[src/rtl/mvu_stream_pkg.sv]
`default_nettype none
// ============================================================================
// Module      : mvu_stream_pkg
// Description : Shared types and helpers for the MVU stream blocks.
//               - mvu_inp_state_e : input-controller sequencing state
//               - clog2_min1      : ceil(log2(n)), never below 1, for widths
// Revision    : 1.0 - initial release
// ============================================================================
package mvu_stream_pkg;

    typedef enum logic {
        FILL   = 1'b0,   // nf=0: write stream beats into the buffer
        REPLAY = 1'b1    // nf>=1: re-read the buffered beats
    } mvu_inp_state_e;

    // Width helper: a counter for n states needs at least one bit even when n<=2.
    function automatic int clog2_min1(input int n);
        return (n <= 2) ? 1 : $clog2(n);
    endfunction

endpackage
`default_nettype wire

[src/rtl/mvu_wrap_cnt.sv]
`default_nettype none
// ============================================================================
// Module      : mvu_wrap_cnt
// Description : Enable-gated up counter 0..MAX-1 that wraps to 0.
// Ports       : clock  - rising-edge clock
//               resetn - asynchronous active-low reset
//               en     - advance the counter this cycle
//               cnt    - current count
//               last   - cnt == MAX-1
//               wrap   - en && last (counter returns to 0 at the next edge)
// Revision    : 1.0 - initial release
// ============================================================================
module mvu_wrap_cnt #(
    parameter int MAX = 16,
    parameter int W   = 4
) (
    input  logic         clock,
    input  logic         resetn,
    input  logic         en,
    output logic [W-1:0] cnt,
    output logic         last,
    output logic         wrap
);

    localparam logic [W-1:0] c_LAST = W'(MAX - 1);

    logic [W-1:0] r_cnt;

    always_ff @(posedge clock or negedge resetn) begin
        if (!resetn) begin
            r_cnt <= '0;
        end else if (en) begin
            if (r_cnt == c_LAST) begin
                r_cnt <= '0;
            end else begin
                r_cnt <= r_cnt + 1'b1;
            end
        end
    end

    assign cnt  = r_cnt;
    assign last = (r_cnt == c_LAST);
    assign wrap = en & last;

endmodule
`default_nettype wire

[src/rtl/mvu_inp_ctrl.sv]
`default_nettype none
// ============================================================================
// Module      : mvu_inp_ctrl
// Description : Sequencing controller for the MVU input buffer. Fold nf=0
//               writes SF stream beats into the buffer while forwarding them;
//               folds 1..NF-1 replay the buffered beats with the stream held
//               off. Fold-boundary tags are aligned with buffer dout.
// Ports       : clock       - rising-edge clock
//               resetn      - asynchronous active-low reset
//               in_v/in_rdy - input stream handshake (data goes to buffer din)
//               buf_wr_en   - buffer write enable
//               buf_addr    - buffer address (write or read)
//               out_v       - buffer dout holds a valid beat
//               out_rdy     - compute stage accepts the beat
//               out_sf_last - beat is the last synapse fold (sf=SF-1)
//               out_nf_last - beat belongs to the last neuron fold (nf=NF-1)
// Revision    : 1.0 - initial release
// ============================================================================
module mvu_inp_ctrl
    import mvu_stream_pkg::*;
#(
    parameter int SF       = 16,
    parameter int NF       = 4,
    parameter int BUF_ADDR = clog2_min1(SF),
    parameter int NF_W     = clog2_min1(NF)
) (
    input  logic                clock,
    input  logic                resetn,
    input  logic                in_v,
    output logic                in_rdy,
    output logic                buf_wr_en,
    output logic [BUF_ADDR-1:0] buf_addr,
    output logic                out_v,
    input  logic                out_rdy,
    output logic                out_sf_last,
    output logic                out_nf_last
);

    localparam logic [NF_W-1:0] c_NF_LAST = NF_W'(NF - 1);

    mvu_inp_state_e      r_state;
    mvu_inp_state_e      w_state_nxt;
    logic                w_slot;
    logic                w_adv;
    logic [BUF_ADDR-1:0] w_sf_cnt;
    logic                w_sf_last;
    logic                w_sf_wrap;
    logic [NF_W-1:0]     w_nf_cnt;
    logic                w_nf_last;
    logic                w_nf_wrap;
    logic [BUF_ADDR-1:0] r_addr_q;
    logic                r_out_v;
    logic                r_out_sf_last;
    logic                r_out_nf_last;

    // sf_cnt is the index of the next buffer access within the current fold.
    mvu_wrap_cnt #(
        .MAX (SF),
        .W   (BUF_ADDR)
    ) u_sf_cnt (
        .clock  (clock),
        .resetn (resetn),
        .en     (w_adv),
        .cnt    (w_sf_cnt),
        .last   (w_sf_last),
        .wrap   (w_sf_wrap)
    );

    mvu_wrap_cnt #(
        .MAX (NF),
        .W   (NF_W)
    ) u_nf_cnt (
        .clock  (clock),
        .resetn (resetn),
        .en     (w_adv & w_sf_last),
        .cnt    (w_nf_cnt),
        .last   (w_nf_last),
        .wrap   (w_nf_wrap)
    );

    // ---------------------------------------------------------------- state
    always_ff @(posedge clock or negedge resetn) begin
        if (!resetn) begin
            r_state <= FILL;
        end else begin
            r_state <= w_state_nxt;
        end
    end

    // FILL always runs with nf_cnt=0, so "nf not last" there means NF>1;
    // with NF=1 the block never leaves FILL.
    always_comb begin
        w_state_nxt = r_state;
        case (r_state)
            FILL:    if (w_sf_wrap && !w_nf_last) w_state_nxt = REPLAY;
            REPLAY:  if (w_nf_wrap)               w_state_nxt = FILL;
            default: w_state_nxt = FILL;
        endcase
    end

    // -------------------------------------------------------------- outputs
    // A stalled access keeps re-issuing the previous address, so the buffer
    // re-reads the same entry (including one just written) and dout holds.
    always_comb begin
        w_slot    = !r_out_v || out_rdy;
        in_rdy    = 1'b0;
        buf_wr_en = 1'b0;
        w_adv     = w_slot;
        if (r_state == FILL) begin
            in_rdy    = w_slot;
            w_adv     = in_v && w_slot;
            buf_wr_en = w_adv;
        end
        buf_addr = w_adv ? w_sf_cnt : r_addr_q;
    end

    always_ff @(posedge clock or negedge resetn) begin
        if (!resetn) begin
            r_addr_q      <= '0;
            r_out_v       <= 1'b0;
            r_out_sf_last <= 1'b0;
            r_out_nf_last <= 1'b0;
        end else begin
            r_addr_q <= buf_addr;
            r_out_v  <= w_adv | (r_out_v & !out_rdy);
            if (w_adv) begin
                r_out_sf_last <= w_sf_last;
                r_out_nf_last <= (w_nf_cnt == c_NF_LAST);
            end
        end
    end

    assign out_v       = r_out_v;
    assign out_sf_last = r_out_sf_last;
    assign out_nf_last = r_out_nf_last;

endmodule
`default_nettype wire
[config.mk]
export PLATFORM = sky130hd
export DESIGN_NAME = mvu_inp_ctrl
export DESIGN_NICKNAME = d
export VERILOG_FILES = /design/src/rtl/mvu_stream_pkg.sv /design/src/rtl/mvu_wrap_cnt.sv /design/src/rtl/mvu_inp_ctrl.sv
export SDC_FILE = /design/constraint.sdc
export NUM_CORES = 1
export LEC_CHECK = 0
export ABC_AREA = 1
export CORE_AREA = 8 8 45 47
export CTS_BUF_LIST = sky130_fd_sc_hd__clkbuf_2 sky130_fd_sc_hd__clkbuf_4 sky130_fd_sc_hd__clkbuf_8
export DETAILED_ROUTE_END_ITERATION = 7
export DIE_AREA = 0 0 53 55
export PLACE_DENSITY = 0.82
export RECOVER_POWER = 50
export SLEW_MARGIN = 20
export SYNTH_ARGS = -nofsm -noshare
export SYNTH_HDL_FRONTEND = slang
export SYNTH_SLANG_ARGS = --single-unit
export TNS_END_PERCENT = 50
[constraint.sdc]
create_clock -name clock -period 1.5 [get_ports clock]
set_input_delay 0.3 -clock clock [delete_from_list [all_inputs] [get_ports clock]]
set_output_delay 0.3 -clock clock [all_outputs]
set_load 0.005 [all_outputs]
==> impl_results.rst, run 1 <==
.. list-table::
   :header-rows: 1

   * - Metric
     - Value
   * - Status
     - finished with violations
   * - Failing checks
     - setup timing
   * - Compound-Gate Fraction of Synth Area
     - 4.175%
   * - Area growth from synthesis to layout
     - 55.79%
   * - Max Fanout on Critical Path
     - 6
   * - Port Buffer Count
     - 12
   * - Area leader, netlist
     - sky130_fd_sc_hd__dfrtp_1
   * - Final Critical Period
     - 1.555 ns
   * - Detailed-routing iteration count for the pre-antenna-repair pass
     - 3
   * - Clock tree from TritonCTS
     - done
   * - WHS
     - 0.4726 ns
   * - Final #Nets
     - 120
   * - Most common cell after layout, fill and taps aside
     - sky130_fd_sc_hd__nand2_1
   * - Core region area
     - 0.001384 mm2
   * - Final routed wire length divided by cell count
     - 10.88 um
   * - Highest clock rate
     - 643.0 MHz
   * - Area share of fa/ha/maj cells after synthesis
     - 3.795%
   * - Number of antenna-violating nets in the routed design
     - 0
   * - Pin slew with the least headroom to its limit
     - 0.7135 ns
   * - Top library cells by usage in the layout, fill and taps aside
     - sky130_fd_sc_hd__nand2_1 (22), sky130_fd_sc_hd__dfrtp_1 (14), sky130_fd_sc_hd__buf_4 (13)
   * - Post-synthesis simple-gate area fraction
     - 30.17%
   * - Top area cells in the synthesized netlist
     - sky130_fd_sc_hd__dfrtp_1 (53%), sky130_fd_sc_hd__nand2_1 (18%), sky130_fd_sc_hd__inv_1 (4.6%)
   * - CTS max path bufs
     - 2
   * - Type of the worst setup path
     - reg -> out
   * - Effective utilization at floorplan
     - 47.65%
   * - Count of H-tree levels built during CTS
     - 1
   * - Hold Fails Final Rpt
     - 0
   * - Clock transition time at the flip-flop clock pins of the worst setup and hold paths
     - 0.08 ns
   * - DRC violation count after routing
     - 0
   * - Kind of end point of the critical path
     - output pin
   * - Post-route setup TNS
     - -0.1456 ns
   * - Initial antenna violation count
     - 0
   * - Clock skew
     - 0.002262 ns
   * - Final max-slew violation count
     - 0
   * - Worst-case setup margin in the final layout
     - -0.05519 ns
   * - Required time at the worst-slack endpoint
     - 1.20 ns
   * - Crit share post-route
     - 103.7%
   * - Largest family of logic cells by synthesized area
     - simple AND/OR/NAND/NOR gates
   * - Mean cell area of the mapped netlist
     - 8.676 um2
   * - Wirelength, routed
     - 1.403 mm
   * - Overall power
     - 2.009 mW
   * - Post-route design area
     - 0.001027 mm2
   * - Critical Path Start Type
     - flip-flop
   * - Die footprint
     - 0.002915 mm2
   * - Number of global-route vias before repair
     - 594
   * - Fraction of post-synthesis cell area in the top cell type by area
     - 53.13%
   * - Count of non-filler cells in the finished layout
     - 129
   * - RSZ-0062 raised after global routing
     - yes
   * - Antenna diodes
     - 0
   * - Number of placement rows
     - 14
   * - Remaining max-slew budget at the tightest pin
     - 52.43%
   * - Pin count of the biggest net entering global routing
     - 15
   * - Tightest Hold Check Type
     - reg -> reg
   * - R2r setup slk
     - 0.05 ns
   * - Hold wc startpoint
     - r_addr_q[1]
   * - Ordered cell list for the critical path
     - inv_2, nand2_4, nand2_4, buf_6, inv_4, nand2_2, nand2_2, buf_2
   * - Fraction of layout cells with a size suffix above 1
     - 46.02%
   * - Netlist cell types
     - 17
   * - Total instance count after detailed placement
     - 112
   * - Die outline height
     - 55 um
   * - Synth Cell Area
     - 659.4 um2
   * - Top-level port count
     - 13
   * - Number of max-cap violations
     - 0
   * - Iteration-0 DRC count of the detailed router
     - 6
   * - Routability Congestion
     - 0.8065
   * - Via density per instance
     - 4.566
   * - Total number of vias
     - 589
   * - Final global-route overflow total
     - 0
   * - Parity-gate share of the synthesized area counting xor and xnor cells
     - 1.328%
   * - Portion of the post-synthesis area used by sequential elements
     - 53.13%
   * - Estimated wirelength of the detail-placed design
     - 930 um
   * - Total power density per cell area
     - 1956 mW/mm2
   * - Mux cell area share after synthesis
     - 0%
   * - Number of buffers created by CTS
     - 3
   * - Tot GR Track Use
     - 11.17%
   * - Critical Path Max Stage Delay
     - 0.39 ns
   * - Slowest-stage cell, CP
     - sky130_fd_sc_hd__dfrtp_1
   * - Die X
     - 53 um
   * - Cell area after placement
     - 852.1 um2
   * - Root buffer selected by CTS
     - sky130_fd_sc_hd__clkbuf_4
   * - IR drop worst, VDD
     - 1221 uV
   * - Final setup vio count
     - 4
   * - First-pass GRT wire length
     - 2.373 mm
   * - Total of warnings raised by yosys
     - 0
   * - Post-synthesis register bit count
     - 14
   * - Arrival time at the worst endpoint
     - 1.26 ns
   * - Core occupancy in the finished layout
     - 74.23%
   * - Clock tree sinks
     - 14
   * - Cells after synthesis
     - 76
   * - Placement-stage worst setup slack
     - -0.5352 ns
   * - Clock insertion delay at the later pin of the skew report
     - 0.28 ns
   * - Leakage power figure
     - 0.5621 nW
   * - Post-synthesis net count
     - 82
## registers in the layout, indices dropped and copies added (netlist names), named ones only
| name | count |
|---|---|
| out_sf_last | 1 |
| r_addr_q | 4 |
| out_nf_last | 1 |
| u_sf_cnt.cnt | 4 |
| out_v | 1 |
| u_nf_cnt.cnt | 2 |
## routing by layer
layer / vias up / part of all wire, % / GRT usage, %
met5: - / 0 / 0
met4: 0 / 2.3 / 9.052
met3: 4 / 7.7 / 4.813
met2: 13 / 47 / 18.36
met1: 268 / 43 / 10.83
li1: 304 / - / -
## power breakdown
group          total [mW]  leakage, nW  internal, mW  switching [mW]
clock               0.267       0.0210         0.148           0.119
sequential          0.654        0.175         0.539           0.115
combinational        1.09        0.366         0.621           0.468
## final cells by class
class                      instances  area (um2)
tap                               16       20.02
sequential                        14       350.3
inverter                           9       36.28
multi-input combinational         52       305.3
clock buffer                       4       36.28
fill                             106       356.6
timing repair buffer              34       279.0
## repair_timing
item	CTS	global route
setup buffers	14	0
hold buffers	0	0
endpoints found under the setup margin	6	12
pin swaps	5	5
resized for setup	31	19
## Yosys cell counts (all sizes together)
cell type	number
buf	1
dfrtp	14
ha	2
inv	9
nand2	34
nand3	3
nor2	7
nor3	1
o21ai	4
xnor2	1
## worst max-delay path: cells and delay by family, from the launching register on
family                 cells  cell delay [ns]
buffers and inverters      4             0.36
DFF                        1             0.39
and+or+nand+nor            4             0.22
## kinds of logic after synthesis
group / count (synthesis)
AND/OR/NAND/NOR: 45
AO/OA/AOI/OAI: 4
adder cells (fa/ha/maj): 2
flip-flops: 14
XOR/XNOR: 1
buffers and inverters: 10
## final timing paths
check,endpoint,cells past startpoint
setup / recovery,buf_addr[2],8
hold / removal,r_addr_q[1],2
min in group asynchronous,r_addr_q[0],2
hold reg to reg,r_addr_q[1],2
max in group asynchronous,r_addr_q[1],2
setup reg to reg,r_addr_q[3],11
Note: power is estimated with default switching activity, not from simulation.
==> inputs of run 2 (changes only) <==
ABC_AREA = unset   (was 1)
CORE_AREA = unset   (was 8 8 45 47)
CORE_MARGIN = 8   (was unset)
CORE_UTILIZATION = 46   (was unset)
DIE_AREA = unset   (was 0 0 53 55)
PLACE_DENSITY = 0.8   (was 0.82)
clock period = 1.4 ns   (was 1.5 ns; I/O delays follow)
==> run 2 against run 1 <==
Effect of this change:
- the flow still finishes with violations (setup timing)
- cell count fell by 26%
- clock skew rose by 0.0014 ns
- via count fell by 15%
- routed wire length rose by 2.3%
- clock power fell by 16%
- cell area fell by 6.3%
- setup slack got worse by 0.30 ns
- die area fell by 1.9%
- non-clock buffer count fell by 4
- highest routed layer unchanged
==> impl_results.rst, run 2 <==
.. list-table::
   :header-rows: 1

   * - Metric
     - Value
   * - Post-synthesis register bit count
     - 14 (unchanged)
   * - DRC violation count after routing
     - 0 (unchanged)
   * - Netlist cell types
     - 23 (+6)
   * - Tightest Hold Check Type
     - in -> reg
   * - Antenna diodes
     - 0 (unchanged)
   * - Status
     - finished with violations
   * - Hold wc startpoint
     - in_v
   * - Most common flop cell mapped by yosys
     - sky130_fd_sc_hd__dfrtp_1
   * - Hold bufs inserted after CTS
     - 0 (unchanged)
   * - Count of H-tree levels built during CTS
     - 1 (unchanged)
   * - Post-synthesis net count
     - 55 (-33%)
   * - Internal power component
     - 1.303 mW (-0.35%)
   * - Fraction of layout cells with a size suffix above 1
     - 58.75% (+13 points)
   * - Top-level port count
     - 13 (unchanged)
   * - Worst-case setup margin in the final layout
     - -0.3536 ns (-0.2984 ns)
   * - Core region area
     - 0.001301 mm2 (-6.0%)
   * - Tot GR Track Use
     - 10.81% (-0.36 points)
   * - Detailed-routing iteration count for the pre-antenna-repair pass
     - 3 (unchanged)
   * - Clock skew
     - 0.003689 ns (+0.001427 ns)
   * - Core occupancy in the finished layout
     - 73.94% (-0.29 points)
   * - Most common cell after layout, fill and taps aside
     - sky130_fd_sc_hd__buf_4
   * - Worst R2R End
     - out_nf_last
   * - Area growth from synthesis to layout
     - 49.03%
   * - Required time at the worst-slack endpoint
     - 1.12 ns (-0.08 ns)
   * - Mux cell area share after synthesis
     - 13.37% (+13 points)
   * - Count of non-filler cells in the finished layout
     - 95 (-26%)
   * - Path depth of the worst reg2reg path
     - 5 (-6)
   * - IR drop worst, VDD
     - 1229 uV (+0.70%)
   * - Part of the total power dissipated in the clock network
     - 11.3% (-2.0 points)
   * - Parity-gate share of the synthesized area counting xor and xnor cells
     - 1.357% (+0.028 points)
   * - Die X
     - 53.47 um (+0.88%)
   * - Failing checks
     - setup timing
   * - Number of max-cap violations
     - 0 (unchanged)
   * - Wirelength, routed
     - 1.435 mm (+2.3%)
   * - Clock transition time at the flip-flop clock pins of the worst setup and hold paths
     - 0.08 ns (about the same)
   * - Root buffer selected by CTS
     - sky130_fd_sc_hd__clkbuf_4
   * - Port Buffer Count
     - 12 (unchanged)
   * - Initial antenna violation count
     - 0 (unchanged)
   * - Placement-stage worst setup slack
     - -0.8667 ns (-0.3314 ns)
   * - Highest clock rate
     - 570.3 MHz
   * - Number of flops mapped to enable cells by yosys
     - 0 (unchanged)
   * - Switching power
     - 0.6722 mW (-4.1%)
   * - Final #Nets
     - 88 (-27%)
   * - Most frequent cell after synthesis
     - sky130_fd_sc_hd__dfrtp_1
   * - RSZ-0062 raised after global routing
     - yes
   * - Pin slew with the least headroom to its limit
     - 0.7745 ns (+0.06096 ns)
   * - Leading cell types by count after synthesis
     - sky130_fd_sc_hd__dfrtp_1 (14), sky130_fd_sc_hd__mux2_2 (5), sky130_fd_sc_hd__nor2_1 (4)
   * - Share of flip-flops with an asynchronous set or reset after synthesis
     - 100.0% (unchanged)
   * - Critical Path Start Type
     - flip-flop
   * - Area share of fa/ha/maj cells after synthesis
     - 3.876% (+0.081 points)
   * - Final routed wire length divided by cell count
     - 15.11 um (+39%)
   * - Top library cells by usage in the layout, fill and taps aside
     - sky130_fd_sc_hd__buf_4 (15), sky130_fd_sc_hd__dfrtp_1 (14), sky130_fd_sc_hd__mux2_2 (5), sky130_fd_sc_hd__dlygate4sd2_1 (5)
   * - Total instance count after detailed placement
     - 90 (-20%)
   * - Portion of the post-synthesis area used by sequential elements
     - 54.26% (+1.1 points)
   * - Total number of vias
     - 498 (-15%)
   * - WHS
     - 0.4423 ns (-0.03028 ns)
   * - Worst Hold Depth
     - 2 (unchanged)
   * - Final max-slew violation count
     - 0 (unchanged)
   * - Number of antenna-violating nets in the routed design
     - 0 (unchanged)
   * - Via density per instance
     - 5.242 (+15%)
   * - Clock tree from TritonCTS
     - done
   * - Largest family of logic cells by synthesized area
     - multiplexers
   * - Max Fanout on Critical Path
     - 4 (-2)
   * - Iteration-0 DRC count of the detailed router
     - 6 (unchanged)
   * - Combinational fraction of design power
     - 52.9% (-1.3 points)
   * - Clock insertion delay at the later pin of the skew report
     - 0.27 ns (about the same)
   * - R2r setup slk
     - -0.03 ns (-0.08 ns)
   * - Leakage power figure
     - 0.4674 nW (-17%)
   * - Number of buffers created by CTS
     - 3 (unchanged)
   * - Kind of end point of the critical path
     - output pin
   * - Synth Cell Area
     - 645.6 um2 (-2.1%)
   * - Fraction of post-synthesis cell area in the top cell type by area
     - 54.26% (+1.1 points)
   * - Compound-Gate Fraction of Synth Area
     - 10.85% (+6.7 points)
   * - Total of warnings raised by yosys
     - 0 (unchanged)
   * - Number of placement rows
     - 13 (-1)
   * - Estimated wirelength of the detail-placed design
     - 1.008 mm (+8.4%)
   * - Total power density per cell area
     - 2053 mW/mm2 (+5.0%)
   * - Pin count of the biggest net entering global routing
     - 15 (unchanged)
   * - Reg2reg start
     - out_v
   * - Number of global-route vias before repair
     - 452 (-24%)
   * - Die footprint
     - 0.002859 mm2 (-1.9%)
   * - Cells after synthesis
     - 49 (-36%)
   * - First-pass GRT wire length
     - 2.173 mm (-8.4%)
   * - Cell area after placement
     - 882.1 um2 (+3.5%)
   * - Final global-route overflow total
     - 0 (unchanged)
   * - CTS max path bufs
     - 2 (unchanged)
   * - Routability Congestion
     - 0.7434 (-7.8%)
   * - Hold Fails Final Rpt
     - 0 (unchanged)
   * - Post-route setup TNS
     - -1.571 ns (-1.425 ns)
   * - Area leader, netlist
     - sky130_fd_sc_hd__dfrtp_1
   * - Clock tree sinks
     - 14 (unchanged)
   * - Switching share of total power
     - 34.03% (-0.86 points)
   * - Final setup vio count
     - 7 (+3)
   * - Final Critical Period
     - 1.754 ns
   * - Fill cell instance count of the final layout
     - 93 (-12%)
   * - Die outline height
     - 53.47 um (-2.8%)
   * - Type of the worst setup path
     - reg -> out
   * - Overall power
     - 1.976 mW (-1.7%)
   * - Mean cell area of the mapped netlist
     - 13.18 um2 (+52%)
   * - Worst-case hold path end point
     - out_v
   * - Power share of the sequential group
     - 35.8% (+3.2 points)
   * - Post-route design area
     - 962.2 um2 (-6.3%)
   * - Remaining max-slew budget at the tightest pin
     - 48.37% (-4.1 points)
   * - Effective utilization at floorplan
     - 49.62% (+2.0 points)
   * - Crit share post-route
     - 125.3%
   * - Arrival time at the worst endpoint
     - 1.47 ns (+0.21 ns)
   * - Post-synthesis simple-gate area fraction
     - 12.21% (-18 points)
   * - Top area cells in the synthesized netlist
     - sky130_fd_sc_hd__dfrtp_1 (54%), sky130_fd_sc_hd__mux2_2 (8.7%), sky130_fd_sc_hd__mux2_4 (4.7%)
run 2: how the worst max path moves through the flow:
stage / startpoint / endpoint / slack [ns] / cells after the start
floorplan: out_v / buf_addr[0] / -0.13 / 5
global placement: in_v / buf_addr[2] / -0.81 / 5
detailed placement: in_v / buf_addr[2] / -0.87 / 5
CTS: out_v / buf_addr[0] / -0.37 / 4
global route: out_v / buf_addr[0] / -0.43 / 4
finish: out_v / buf_addr[0] / -0.35 / 4
run 2: metal layers:
layer | GRT usage (%) | part of all wire, % | vias to the layer above
li1 | - | - | 241
met1 | 13.07 | 43 | 247
met2 | 15.23 | 49 | 8
met3 | 4.202 | 6.6 | 2
met4 | 7.563 | 1.3 | 0
met5 | 0 | 0 | -
run 2: logic make-up after synthesis:
logic type	after synthesis
buf+inv	3
mux	7
simple gates	13
fa+ha+maj	2
xor+xnor	1
compound gates	9
flops	14
run 2: area by class of cell:
type                    count  area (um2)  share of cell area [%]
clock buffers               3       22.52                   2.341
multi-input cells          32       331.6                   34.46
inverters                   1       3.754                  0.3901
well taps                  15       18.77                   1.951
flip-flops and latches     14       350.3                   36.41
repair buffers             30       235.2                   24.45
run 2: power by group through the flow:
stage	clock network, mW	logic, mW	registers, mW
6_report	0.223	1.05	0.708
5_1_grt	0.256	1.14	0.725
4_1_cts	0.228	0.929	0.683
3_5_place_dp	0	0.939	0.688
3_3_place_gp	0	0.907	0.677
2_1_floorplan	0	0.439	0.676
run 2: critical path, cell delays in order, from the launching register on:
cell	delay, ns
sky130_fd_sc_hd__dfrtp_1	0.38
sky130_fd_sc_hd__nor2b_4	0.15
sky130_fd_sc_hd__or2_4	0.24
sky130_fd_sc_hd__mux2_4	0.32
sky130_fd_sc_hd__buf_6	0.12
run 2: what timing repair did:
action,4_1_cts,5_1_grt
resized for setup,37,12
setup buffers,1,1
pin swaps,4,3
setup endpoints to repair,12,10
==> inputs of run 3 (changes only) <==
SETUP_SLACK_MARGIN = 0.5   (was unset)
==> run 3 against run 2 <==
Effect of this change:
- the flow still finishes with violations (setup timing)
- fmax is essentially flat
- core utilization is 10 points higher
- via count up 7.8%
- flip-flop and latch count did not move
- count of clock-buffer cells in the layout increased by 1
- largest cell class is now multi-input combinational cells
- non-clock buffer count rose by 8
- clock power rose by 32%
- critical path type unchanged
- register-to-register slack got worse by 0.13 ns
- critical endpoint unchanged
- critical path depth did not move
- sequential power is 2% higher
- power rose by 18%
==> impl_results.rst, run 3 (synthesized netlist as in run 2, its figures left out) <==
.. list-table::
   :header-rows: 1

   * - Metric
     - Value
   * - Status
     - finished with violations
   * - Failing checks
     - setup timing
   * - Clock skew
     - 0.01255 ns (+0.008861 ns)
   * - Antenna diodes
     - 0 (unchanged)
   * - Leakage power figure
     - 0.5311 nW (+14%)
   * - RSZ-0062 raised after global routing
     - yes
   * - CTS max path bufs
     - 2 (unchanged)
   * - Final routed wire length divided by cell count
     - 17.03 um (+13%)
   * - Number of buffers created by CTS
     - 3 (unchanged)
   * - Crit share post-route
     - 125.3% (about the same)
   * - Hold Fails Final Rpt
     - 0 (unchanged)
   * - First-pass GRT wire length
     - 2.415 mm (+11%)
   * - Final global-route overflow total
     - 0 (unchanged)
   * - Die X
     - 53.47 um (unchanged)
   * - Final setup vio count
     - 13 (+6)
   * - Critical Path Start Type
     - flip-flop
   * - Number of placement rows
     - 13 (unchanged)
   * - Core region area
     - 0.001301 mm2 (unchanged)
   * - Remaining max-slew budget at the tightest pin
     - 50.56% (+2.2 points)
   * - Overall power
     - 2.339 mW (+18%)
   * - Initial antenna violation count
     - 0 (unchanged)
   * - Final #Nets
     - 96 (+9.1%)
   * - Tot GR Track Use
     - 11.80% (+0.99 points)
   * - Ordered cell list for the critical path
     - nor2b_4, or2_4, mux2_4, buf_6
   * - Crit path max-delay family
     - simple AND/OR/NAND/NOR gates
   * - Clock transition time at the flip-flop clock pins of the worst setup and hold paths
     - 0.08 ns (about the same)
   * - Tightest Hold Check Type
     - in -> reg
   * - Clock insertion delay at the later pin of the skew report
     - 0.29 ns (+0.02 ns)
   * - Type of the worst setup path
     - reg -> out
   * - IR drop worst, VDD
     - 1216 uV (-1.1%)
   * - Crit path buffers/inverters
     - 1 (unchanged)
   * - DRC violation count after routing
     - 0 (unchanged)
   * - Total number of vias
     - 537 (+7.8%)
   * - Kind of end point of the critical path
     - output pin
   * - Pin slew with the least headroom to its limit
     - 0.7415 ns (-0.03296 ns)
   * - Clock tree sinks
     - 14 (unchanged)
   * - Final max-slew violation count
     - 0 (unchanged)
   * - Detailed-routing iteration count for the pre-antenna-repair pass
     - 4 (+1)
   * - Port Buffer Count
     - 12 (unchanged)
   * - Top-level port count
     - 13 (unchanged)
   * - Die outline height
     - 53.47 um (unchanged)
   * - Max Fanout on Critical Path
     - 4 (unchanged)
   * - Placement-stage worst setup slack
     - -0.8386 ns (+0.02806 ns)
   * - Number of global-route vias before repair
     - 536 (+19%)
   * - Root buffer selected by CTS
     - sky130_fd_sc_hd__clkbuf_4
   * - Via density per instance
     - 5.163 (-1.5%)
   * - Arrival time at the worst endpoint
     - 1.47 ns (about the same)
   * - Most common cell after layout, fill and taps aside
     - sky130_fd_sc_hd__buf_4
   * - Worst-case setup margin in the final layout
     - -0.3540 ns (-0.0004350 ns)
   * - Total power density per cell area
     - 2141 mW/mm2 (+4.3%)
   * - Post-route design area
     - 0.001092 mm2 (+14%)
   * - Required time at the worst-slack endpoint
     - 1.12 ns (about the same)
   * - Number of antenna-violating nets in the routed design
     - 0 (unchanged)
   * - Routability Congestion
     - 0.8537 (+15%)
   * - Estimated wirelength of the detail-placed design
     - 1.013 mm (+0.49%)
   * - Effective utilization at floorplan
     - 49.62% (unchanged)
   * - Clock tree from TritonCTS
     - done
   * - Final Critical Period
     - 1.754 ns (+0.0004350 ns)
   * - Critical Path Max Stage Delay
     - 0.38 ns (about the same)
   * - Fraction of layout cells with a size suffix above 1
     - 67.42% (+8.7 points)
   * - Slowest-stage cell, CP
     - sky130_fd_sc_hd__dfrtp_1
   * - Iteration-0 DRC count of the detailed router
     - 5 (-1)
   * - Number of max-cap violations
     - 0 (unchanged)
   * - Wirelength, routed
     - 1.771 mm (+23%)
   * - Area growth from synthesis to layout
     - 69.19%
   * - Core occupancy in the finished layout
     - 83.94% (+10 points)
   * - Die footprint
     - 0.002859 mm2 (unchanged)
   * - Top library cells by usage in the layout, fill and taps aside
     - sky130_fd_sc_hd__buf_4 (20), sky130_fd_sc_hd__dfrtp_1 (13), sky130_fd_sc_hd__buf_6 (9)
   * - WHS
     - 0.4606 ns (+0.01827 ns)
   * - Pin count of the biggest net entering global routing
     - 15 (unchanged)
   * - Highest clock rate
     - 570.1 MHz (about the same)
   * - Cell area after placement
     - 867.1 um2 (-1.7%)
   * - Count of H-tree levels built during CTS
     - 1 (unchanged)
run 3: layout make-up:
cell class / count / area (um2)
inverters: 1 / 3.754
fillers: 75 / 209.0
clock buffers: 4 / 36.28
multi-input cells: 32 / 370.4
well taps: 15 / 18.77
flip-flops and latches: 14 / 351.6
repair buffers: 38 / 311.5
run 3: what timing repair did:
action | in CTS | in global routing
resized for setup | 54 | 15
hold buffers | 0 | 0
buffers inserted | 5 | 7
gates cloned | 0 | 0
pin swaps | 2 | 6
setup endpoints to repair | 23 | 23
run 3: through the flow:
stage / TNS (ns) / cells
floorplan: -0.3623 / 49
detailed placement: -7.550 / 88
global placement: -7.150 / 88
CTS: -1.719 / 97
finish: -2.149 / 104
global route: -2.844 / 104
run 3: worst paths after layout:
kind                             startpoint         endpoint  slack (ns)  cells past startpoint
worst max-delay path                  out_v      buf_addr[0]       -0.35                      4
worst min-delay path                   in_v            out_v        0.46                      2
worst max register to register        out_v      out_nf_last       -0.16                      6
worst min register to register  out_sf_last      out_sf_last        0.49                      1
max in group asynchronous            resetn  u_sf_cnt.cnt[1]        0.33                      2
min in group asynchronous            resetn      r_addr_q[2]        0.57                      2
run 3: worst register-to-register path: cells and delay by family, from the launching register on:
| family | cells | cell delay (ns) |
|---|---|---|
| AND/OR/NAND/NOR | 2 | 0.39 |
| multiplexers | 1 | 0.28 |
| flip-flops | 1 | 0.38 |
| buffers and inverters | 3 | 0.39 |
run 3: power by group:
group	switching, mW	internal [mW]	leakage (nW)
Clock	0.137	0.158	0.0210
Sequential	0.139	0.582	0.170
Combinational	0.514	0.808	0.340
run 3: metal layers:
metal	wire [um]	vias up	GRT usage, %	share of wire (%)
li1	-	253	-	-
met1	740	261	11.85	42
met2	867	17	20.70	49
met3	118	6	4.202	6.7
met4	44	0	6.303	2.5
met5	0	-	0	0
